**config.mk**
```make
export PLATFORM = sky130hd
export DESIGN_NAME = bcd_display_converter
export DESIGN_NICKNAME = d
export VERILOG_FILES = /design/src/rtl/bcd_display_converter.sv
export SDC_FILE = /design/constraint.sdc
export NUM_CORES = 1
export LEC_CHECK = 0
export ABC_AREA = 0
export CORE_MARGIN = 2
export CORE_UTILIZATION = 55
export CTS_BUF_LIST = sky130_fd_sc_hd__clkbuf_4 sky130_fd_sc_hd__clkbuf_8
export DETAILED_ROUTE_END_ITERATION = 8
export PLACE_DENSITY_LB_ADDON = 0.15
export SYNTH_ARGS = -nofsm -noshare
export SYNTH_HDL_FRONTEND = slang
export SYNTH_HIERARCHICAL = 1
export SYNTH_SLANG_ARGS = --single-unit
```
**constraint.sdc**
```tcl
create_clock -name clk -period 5.5 [get_ports clk]
set_input_delay 1.1 -clock clk [delete_from_list [all_inputs] [get_ports clk]]
set_output_delay 1.1 -clock clk [all_outputs]
set_load 0.02 [all_outputs]
```
**src/rtl/bcd_display_converter.sv**
```systemverilog
// Sequential binary-to-BCD converter (shift-add-3) with start/busy/done handshake and overflow.
// Optional leading-zero blanking when BCD_LEADING_BLANK_EN is defined.

module bcd_display_converter_add3 (
   input  logic [3:0] d,
   output logic [3:0] q
);
   assign q = (d >= 4'd5) ? d + 4'd3 : d;
endmodule

module bcd_display_converter #(
   parameter int DATA_W = 32,
   parameter int DIGITS = 10,
   parameter int SIGNED = 1
) (
   input  logic                  clk,
   input  logic                  reset,
   input  logic                  start,
   input  logic [DATA_W-1:0]     din,
   output logic                  busy,
   output logic                  done,
   output logic                  sign,
   output logic [4*DIGITS-1:0]   bcd,
   output logic                  ovf,
   output logic [DIGITS-1:0]     blank
);

   localparam int BW = 4 * DIGITS;
   localparam int CW = $clog2(DATA_W + 1);

   typedef enum logic [1:0] {S_IDLE, S_LOAD, S_SHIFT, S_FIN} state_t;

   state_t            state;
   logic [DATA_W-1:0] din_r;
   logic [DATA_W-1:0] mag;
   logic [BW-1:0]     scratch;
   logic [BW-1:0]     adj;
   logic              ovf_r;
   logic              sign_r;
   logic [CW-1:0]     cnt;
   logic              neg;

   assign neg = (SIGNED != 0) && din_r[DATA_W-1];

   for (genvar g = 0; g < DIGITS; g++) begin : g_digit
      bcd_display_converter_add3 u_add3 (
         .d (scratch[4*g +: 4]),
         .q (adj[4*g +: 4])
      );
   end

   always_ff @(posedge clk or negedge reset) begin
      if (!reset) begin
         state   <= S_IDLE;
         busy    <= 1'b0;
         done    <= 1'b0;
         sign    <= 1'b0;
         bcd     <= '0;
         ovf     <= 1'b0;
         din_r   <= '0;
         mag     <= '0;
         scratch <= '0;
         ovf_r   <= 1'b0;
         sign_r  <= 1'b0;
         cnt     <= '0;
      end else begin
         done <= 1'b0;
         case (state)
            S_IDLE: begin
               if (start) begin
                  din_r <= din;
                  busy  <= 1'b1;
                  state <= S_LOAD;
               end
            end
            S_LOAD: begin
               // most-negative input wraps to 2**(DATA_W-1), which is the true magnitude
               sign_r  <= neg;
               mag     <= neg ? (~din_r + DATA_W'(1)) : din_r;
               scratch <= '0;
               ovf_r   <= 1'b0;
               cnt     <= CW'(DATA_W);
               state   <= S_SHIFT;
            end
            S_SHIFT: begin
               // a 1 leaving the top digit means the magnitude cannot fit in DIGITS digits
               scratch <= {adj[BW-2:0], mag[DATA_W-1]};
               mag     <= {mag[DATA_W-2:0], 1'b0};
               ovf_r   <= ovf_r | adj[BW-1];
               cnt     <= cnt - CW'(1);
               if (cnt == CW'(1)) state <= S_FIN;
            end
            S_FIN: begin
               bcd   <= ovf_r ? {DIGITS{4'h9}} : scratch;
               sign  <= sign_r;
               ovf   <= ovf_r;
               done  <= 1'b1;
               busy  <= 1'b0;
               state <= S_IDLE;
            end
            default: state <= S_IDLE;
         endcase
      end
   end

`ifdef BCD_LEADING_BLANK_EN
   logic [DIGITS-1:0] blank_nxt;

   // digit 0 is never blanked so a zero result still shows one "0"
   always_comb begin
      logic all_zero;
      blank_nxt = '0;
      all_zero  = 1'b1;
      for (int i = DIGITS - 1; i >= 1; i--) begin
         all_zero     = all_zero & (scratch[4*i +: 4] == 4'd0);
         blank_nxt[i] = all_zero & ~ovf_r;
      end
   end

   always_ff @(posedge clk or negedge reset) begin
      if (!reset)                blank <= '0;
      else if (state == S_FIN)   blank <= blank_nxt;
   end
`else
   assign blank = '0;
`endif

endmodule
```
==> results by group, run 1 <==
Status
  – Outcome: completed

Layout
  – Layout cell share with drive strength beyond 1: 11.5%
  – ANT cells: 0
  – Fin nets: 982
  – Non-Filler Instances: 1115
  – Layout Area Growth over Synthesis: 15.4%
  – Fillers: 1188
  – Fin util: 65.0%

Routing
  – DR iter-0 viols: 414
  – Via Count: 6217
  – DRC errors left: 0
  – Routed WL per cell: 14.8 microns
  – Via-per-instance ratio: 5.58
  – First-pass detailed-route iteration total: 5
  – Final ANT Viol Nets: 0
  – Final wirelength: 16500 microns

Synthesis
  – #FFs+latches synth: 158
  – Asr flop ratio synth: 100%
  – Main combinational cell family by area after synthesis: compound AO/OA/AOI/OAI gates
  – Post-synthesis simple-gate area fraction: 13.4%
  – Multiplexer area fraction after synthesis: 7.75%
  – Mapped Area: 0.00822 sq mm
  – Top_reg_cell synth: dfrtp_1
  – Register area share after synthesis: 48.1%
  – Gate Count Post-Synth: 868
  – Xor/xnor share of the synthesized area: 4.16%
  – Number of enable flip-flop cells after synthesis: 0
  – Adder-cell share of the synthesized area: 4.11%
  – Ys Warns: 6
  – Synth cell types: 41
  – Synth Area in Compound Gates: 14.8%
  – Syn_area_per_cell: 9.47 sq um

STA
  – Max-slew violations: 0
  – Final Skew: 6.74 ps
  – Final setup fails: 0
  – Fmax: 380 MHz
  – Tcrit/Tclk final: 47.9%
  – Hold_ws: 518 ps
  – Final min period: 2630 ps
  – TNS Setup: 0 ps
  – RSZ-0062 raised after global routing: no
  – Worst Max-Slew Pin Slew: 1280 ps
  – Relative slew margins: 14.5%
  – Final Hold Fails: 0

Pwr
  – Static Leak: 4.04 nW
  – P per Cell Area: 523 mW/mm^2
  – VDD IR-drop max: 327 uV

GRT
  – Total gr overflow: 0
  – Initial antenna violation count: 0
  – Vias in the first global route: 6256
  – Largest net degree at the start of global routing: 95
  – Global-route wire length before repair: 28700 microns
  – Gr usage total: 21.9%

Critical path
  – R2R cell count: 3
  – Buf/Inv on CP: 1
  – Arrival time worst endpoint: 1530 ps
  – RR Startpoint: state[0]$_DFFE_PN0P_
  – Crit Path Max Fanout: 3
  – R2r setup slk: 3010 ps
  – Crit start category: register
  – Critical path class: register to primary output
  – Req. time, crit path: 4400 ps
  – Largest stage delay, worst path: 680 ps
  – RR Endpoint: bcd[26]$_DFFE_PN0P_
  – Crit-path leading delay family: buffers and inverters
  – Critical Path, Cell by Cell: clkdlybuf4s50_1
  – Critical Path End Type: primary output
  – Slowest cell on the critical path: clkdlybuf4s50_1

Placed design
  – Dpl cells: 1085
  – Hpwl dp: 11200 microns
  – GPL Wtd Cong: 0.794
  – PortBufs: 78

Clock tree
  – Clock transition at path regs: 80 ps
  – Setup bufs post-CTS: 0
  – Post-cts sizing count: 0
  – Deepest clock path buffer count: 2
  – Post-CTS Hold Buffers: 0
  – CTS root buf: clkbuf_8
  – H-tree Lvls: 4
  – CTS tree: yes
  – Num CTS Buffers: 17
  – Clock tree sinks: 158
  – Clock Latency Late Sink: 440 ps

Floorplanning
  – Die ar.: 0.0159 sq mm
  – Die X: 126 microns
  – CORE AREA: 0.0146 sq mm
  – Site row count: 44
  – IO Count: 89
  – Initial Utilization: 56.3%
  – DIE HEIGHT: 126 microns

Hold path
  – Hold Crit Endpoint: sign$_DFFE_PN0P_
  – Hold Path Class: register to register
  – Hold depth: 1
  – Hold path start: sign$_DFFE_PN0P_

Job
  – Max cap viols: 0
worst max path at each step:
stage | end | from | cells past startpoint
after floorplan | mag[20]$_DFFE_PN0P_ | din_r[0]$_DFFE_PN0P_ | 9
after global placement | din_r[0]$_DFFE_PN0P_ | start | 3
after global routing | din_r[14]$_DFFE_PN0P_ | start | 3
after detailed placement | din_r[11]$_DFFE_PN0P_ | start | 3
after CTS | busy | busy$_DFFE_PN0P_ | 1
final | busy | busy$_DFFE_PN0P_ | 1
cell families (layout without fill, tap and decap cells):
group / Yosys count / count (layout)
xor gates and xnor gates: 39 / 39
other: 1 / 10
muxes: 58 / 58
DFF: 158 / 158
adders and majority gates: 27 / 27
AOI/OAI and AO/OA: 199 / 199
and+or+nand+nor: 232 / 232
buffers and inverters: 154 / 208
cell usage after synthesis (22+ instances only):
cell type  instances  area (sq um)
inv_1             94           353
nand2_1           87           327
nor2_1            35           131
nand2b_1          22           138
ha_1              27           338
o21ai_0           96           480
a21oi_1           27           135
mux2_2            45           507
clkbuf_1          34           128
nand3_1           48           240
xor2_1            27           236
dfrtp_1          158          3950
cell usage in the layout (no fill, tap or decap), types with 6 or more instances in the layout:
master,synthesis,layout
clkbuf_8,0,23
nor2_1,35,35
or3_1,8,8
nor2b_1,8,8
clkdlybuf4s50_1,0,77
o41ai_2,6,6
nand2_1,87,87
xnor2_1,12,12
o22ai_1,20,20
mux2i_1,13,13
conb_1,1,10
o21ai_0,96,96
dfrtp_1,158,158
ha_1,27,24
or4_1,7,7
a21oi_2,10,10
mux2_2,45,45
nand2b_1,22,22
nand3_1,48,48
o21ai_1,17,17
o31ai_1,11,11
xor2_1,27,27
buf_4,10,6
inv_1,94,94
a21oi_1,27,27
per-layer routing:
layer,global-route usage (%),routed length (microns)
met1,27.3,7300
met2,38.0,8300
met3,4.04,653
met4,8.40,282
met5,0,0
state kept, by name, indices dropped and copies added, names as in the netlist:
register	cells
cnt	6
done	1
mag	32
scratch	40
din_r	32
bcd	40
ovf	1
state	2
busy	1
sign_r	1
sign	1
ovf_r	1
stage by stage:
stage	worst slack (ps)	total power [mW]	instance area, sq um
2_1_floorplan	3290	3.43	8250
3_3_place_gp	2480	3.94	9050
3_5_place_dp	2420	4.05	9050
4_1_cts	2810	5.00	9490
5_1_grt	2720	5.36	9490
6_report	2870	4.96	9490
report_power, final:
group	total, mW	internal, mW	switching [mW]
registers	1.84	1.55	0.292
clock network	0.935	0.527	0.408
logic	2.19	0.908	1.28
cell type report:
class                      count  area [sq um]  share of cell area, %
inverter                      94           353                   3.72
clock buffer                  25           332                   3.49
timing repair buffer          84           827                   8.72
multi-input combinational    565          3690                   38.9
clock inverter                 5           103                   1.08
sequential                   158          3950                   41.7
tap                          184           230                   2.43
Note: power is estimated with default switching activity, not from simulation.
==> run 2, diff against run 1 <==
==> constraint.sdc (replaced) <==
create_clock -name clk -period 2.8 [get_ports clk]
set_input_delay 0.56 -clock clk [delete_from_list [all_inputs] [get_ports clk]]
set_output_delay 0.56 -clock clk [all_outputs]
set_load 0.02 [all_outputs]
==> results by group, run 2 (synthesized netlist as in run 1, its figures left out) <==
Status
  – Outcome: completed

STA
  – Relative slew margins: 33.5%
  – Max-slew violations: 0
  – TNS Setup: 0 ps
  – RSZ-0062 raised after global routing: no
  – Fmax: 411 MHz
  – Final Skew: 7.88 ps
  – Final min period: 2430 ps
  – Worst Max-Slew Pin Slew: 997 ps
  – Final setup fails: 0
  – Final Worst Setup Slack: 366 ps
  – Tcrit/Tclk final: 86.9%
  – Final Hold Fails: 0

GRT
  – Initial antenna violation count: 0
  – Global-route wire length before repair: 27700 microns
  – Vias in the first global route: 5898
  – Largest net degree at the start of global routing: 82
  – Gr usage total: 21.1%
  – Total gr overflow: 0

Routing
  – Via Count: 6153
  – DRC errors left: 0
  – Final ANT Viol Nets: 0
  – DR iter-0 viols: 424
  – First-pass detailed-route iteration total: 5
  – Via-per-instance ratio: 5.48
  – Final wirelength: 16100 microns
  – Routed WL per cell: 14.4 microns

Floorplanning
  – Initial Utilization: 56.3%
  – IO Count: 89
  – Die X: 126 microns
  – CORE AREA: 0.0146 sq mm
  – DIE HEIGHT: 126 microns
  – Site row count: 44
  – Die ar.: 0.0159 sq mm

Pwr
  – Clk pwr share: 17.6%
  – Combinational Power Share: 44.5%
  – Int Power: 5.78 mW
  – P_sw: 3.89 mW
  – Static Leak: 4.06 nW
  – Switching Fraction: 40.2%
  – Part of the power in registers: 37.8%
  – VDD IR-drop max: 543 uV
  – P per Cell Area: 1020 mW/mm^2

Layout
  – Layout cell share with drive strength beyond 1: 12.2%
  – Top Registers: bcd (40), scratch (40)
  – Commonest non-fill, non-tap cell in the layout: dfrtp_1
  – ANT cells: 0
  – Layout Area Growth over Synthesis: 15.7%
  – Fin nets: 988
  – Multi-input gate area: 0.00369 sq mm
  – Fillers: 1152
  – Most frequent cells in the layout: dfrtp_1, o21ai_0, inv_1, nand2_1, clkdlybuf4s50_1
  – Sequential cell area: 0.00395 sq mm

Clock tree
  – Post-CTS Hold Buffers: 0
  – Deepest clock path buffer count: 2
  – CTS tree: yes
  – Clock transition at path regs: 80 ps
  – Clock tree sinks: 158
  – CTS root buf: clkbuf_8
  – Setup bufs post-CTS: 0
  – Post-cts sizing count: 0
  – H-tree Lvls: 4
  – Clock Latency Late Sink: 450 ps
  – Num CTS Buffers: 17

Critical path
  – Req. time, crit path: 3110 ps
  – Crit start category: register
  – Crit Path Max Fanout: 8
  – Critical Path End Type: register
  – Arrival time worst endpoint: 2750 ps
  – Critical path class: register to register

Hold path
  – Hold Path Class: input pin to asynchronous set/reset pin

Placed design
  – PortBufs: 78
  – GPL Wtd Cong: 0.814
  – Pre-CTS WS: 382 ps
  – Hpwl dp: 11300 microns

Job
  – Max cap viols: 0
==> run 2: path summary, 6_finish.rpt <==
path,end,start,cells after the start,slack (ps)
max,mag[23]$_DFFE_PN0P_,din_r[1]$_DFFE_PN0P_,5,370
min in group clk,mag[8]$_DFFE_PN0P_,mag[8]$_DFFE_PN0P_,1,510
max reg2reg,mag[23]$_DFFE_PN0P_,din_r[1]$_DFFE_PN0P_,5,370
max in group asynchronous,mag[5]$_DFFE_PN0P_,reset,2,1980
min,din_r[25]$_DFFE_PN0P_,reset,1,20
min reg2reg,mag[8]$_DFFE_PN0P_,mag[8]$_DFFE_PN0P_,1,510
==> run 2: stage by stage <==
stage          utilization [%]  power [mW]  area, sq um  hold slack, ps  instances
3_5_place_dp              62.5        8.03         9110             495       1091
4_1_cts                   65.2        9.76         9510            19.7       1122
6_report                  65.2        9.67         9510            21.4       1122
5_1_grt                   65.2        10.4         9510            37.3       1122
2_1_floorplan                -        6.73         8250             264        877
3_3_place_gp              62.5        7.84         9110             491       1091
==> run 2: cell type report <==
| type | instances | area share [%] |
|---|---|---|
| inverters | 94 | 3.71 |
| clock inverters | 7 | 0.895 |
| well taps | 184 | 2.42 |
| multi-input cells | 565 | 38.8 |
| clock buffers | 24 | 3.28 |
| repair buffers | 90 | 9.30 |
| flip-flops and latches | 158 | 41.6 |
==> run 2: critical path, cell delays in order, from the launching register on <==
cell     delay, ps
dfrtp_1        420
or4_1          670
or3_1          550
o41ai_2        380
xor2_1         200
o21ai_1         70
==> run 2: power groups by stage <==
stage	clock (mW)	combinational, mW	sequential, mW
after floorplan	0	3.01	3.72
after global placement	0	4.19	3.65
after detailed placement	0	4.34	3.70
after CTS	1.75	4.35	3.65
after global routing	1.84	4.82	3.77
final	1.71	4.30	3.66
==> run 2: per-layer routing <==
layer | part of all wire (%) | up-vias | global-route usage (%)
li1 | - | 3024 | -
met1 | 46 | 2974 | 28.0
met2 | 49 | 138 | 35.5
met3 | 3.8 | 17 | 3.95
met4 | 1.3 | 0 | 6.33
met5 | 0 | - | 0
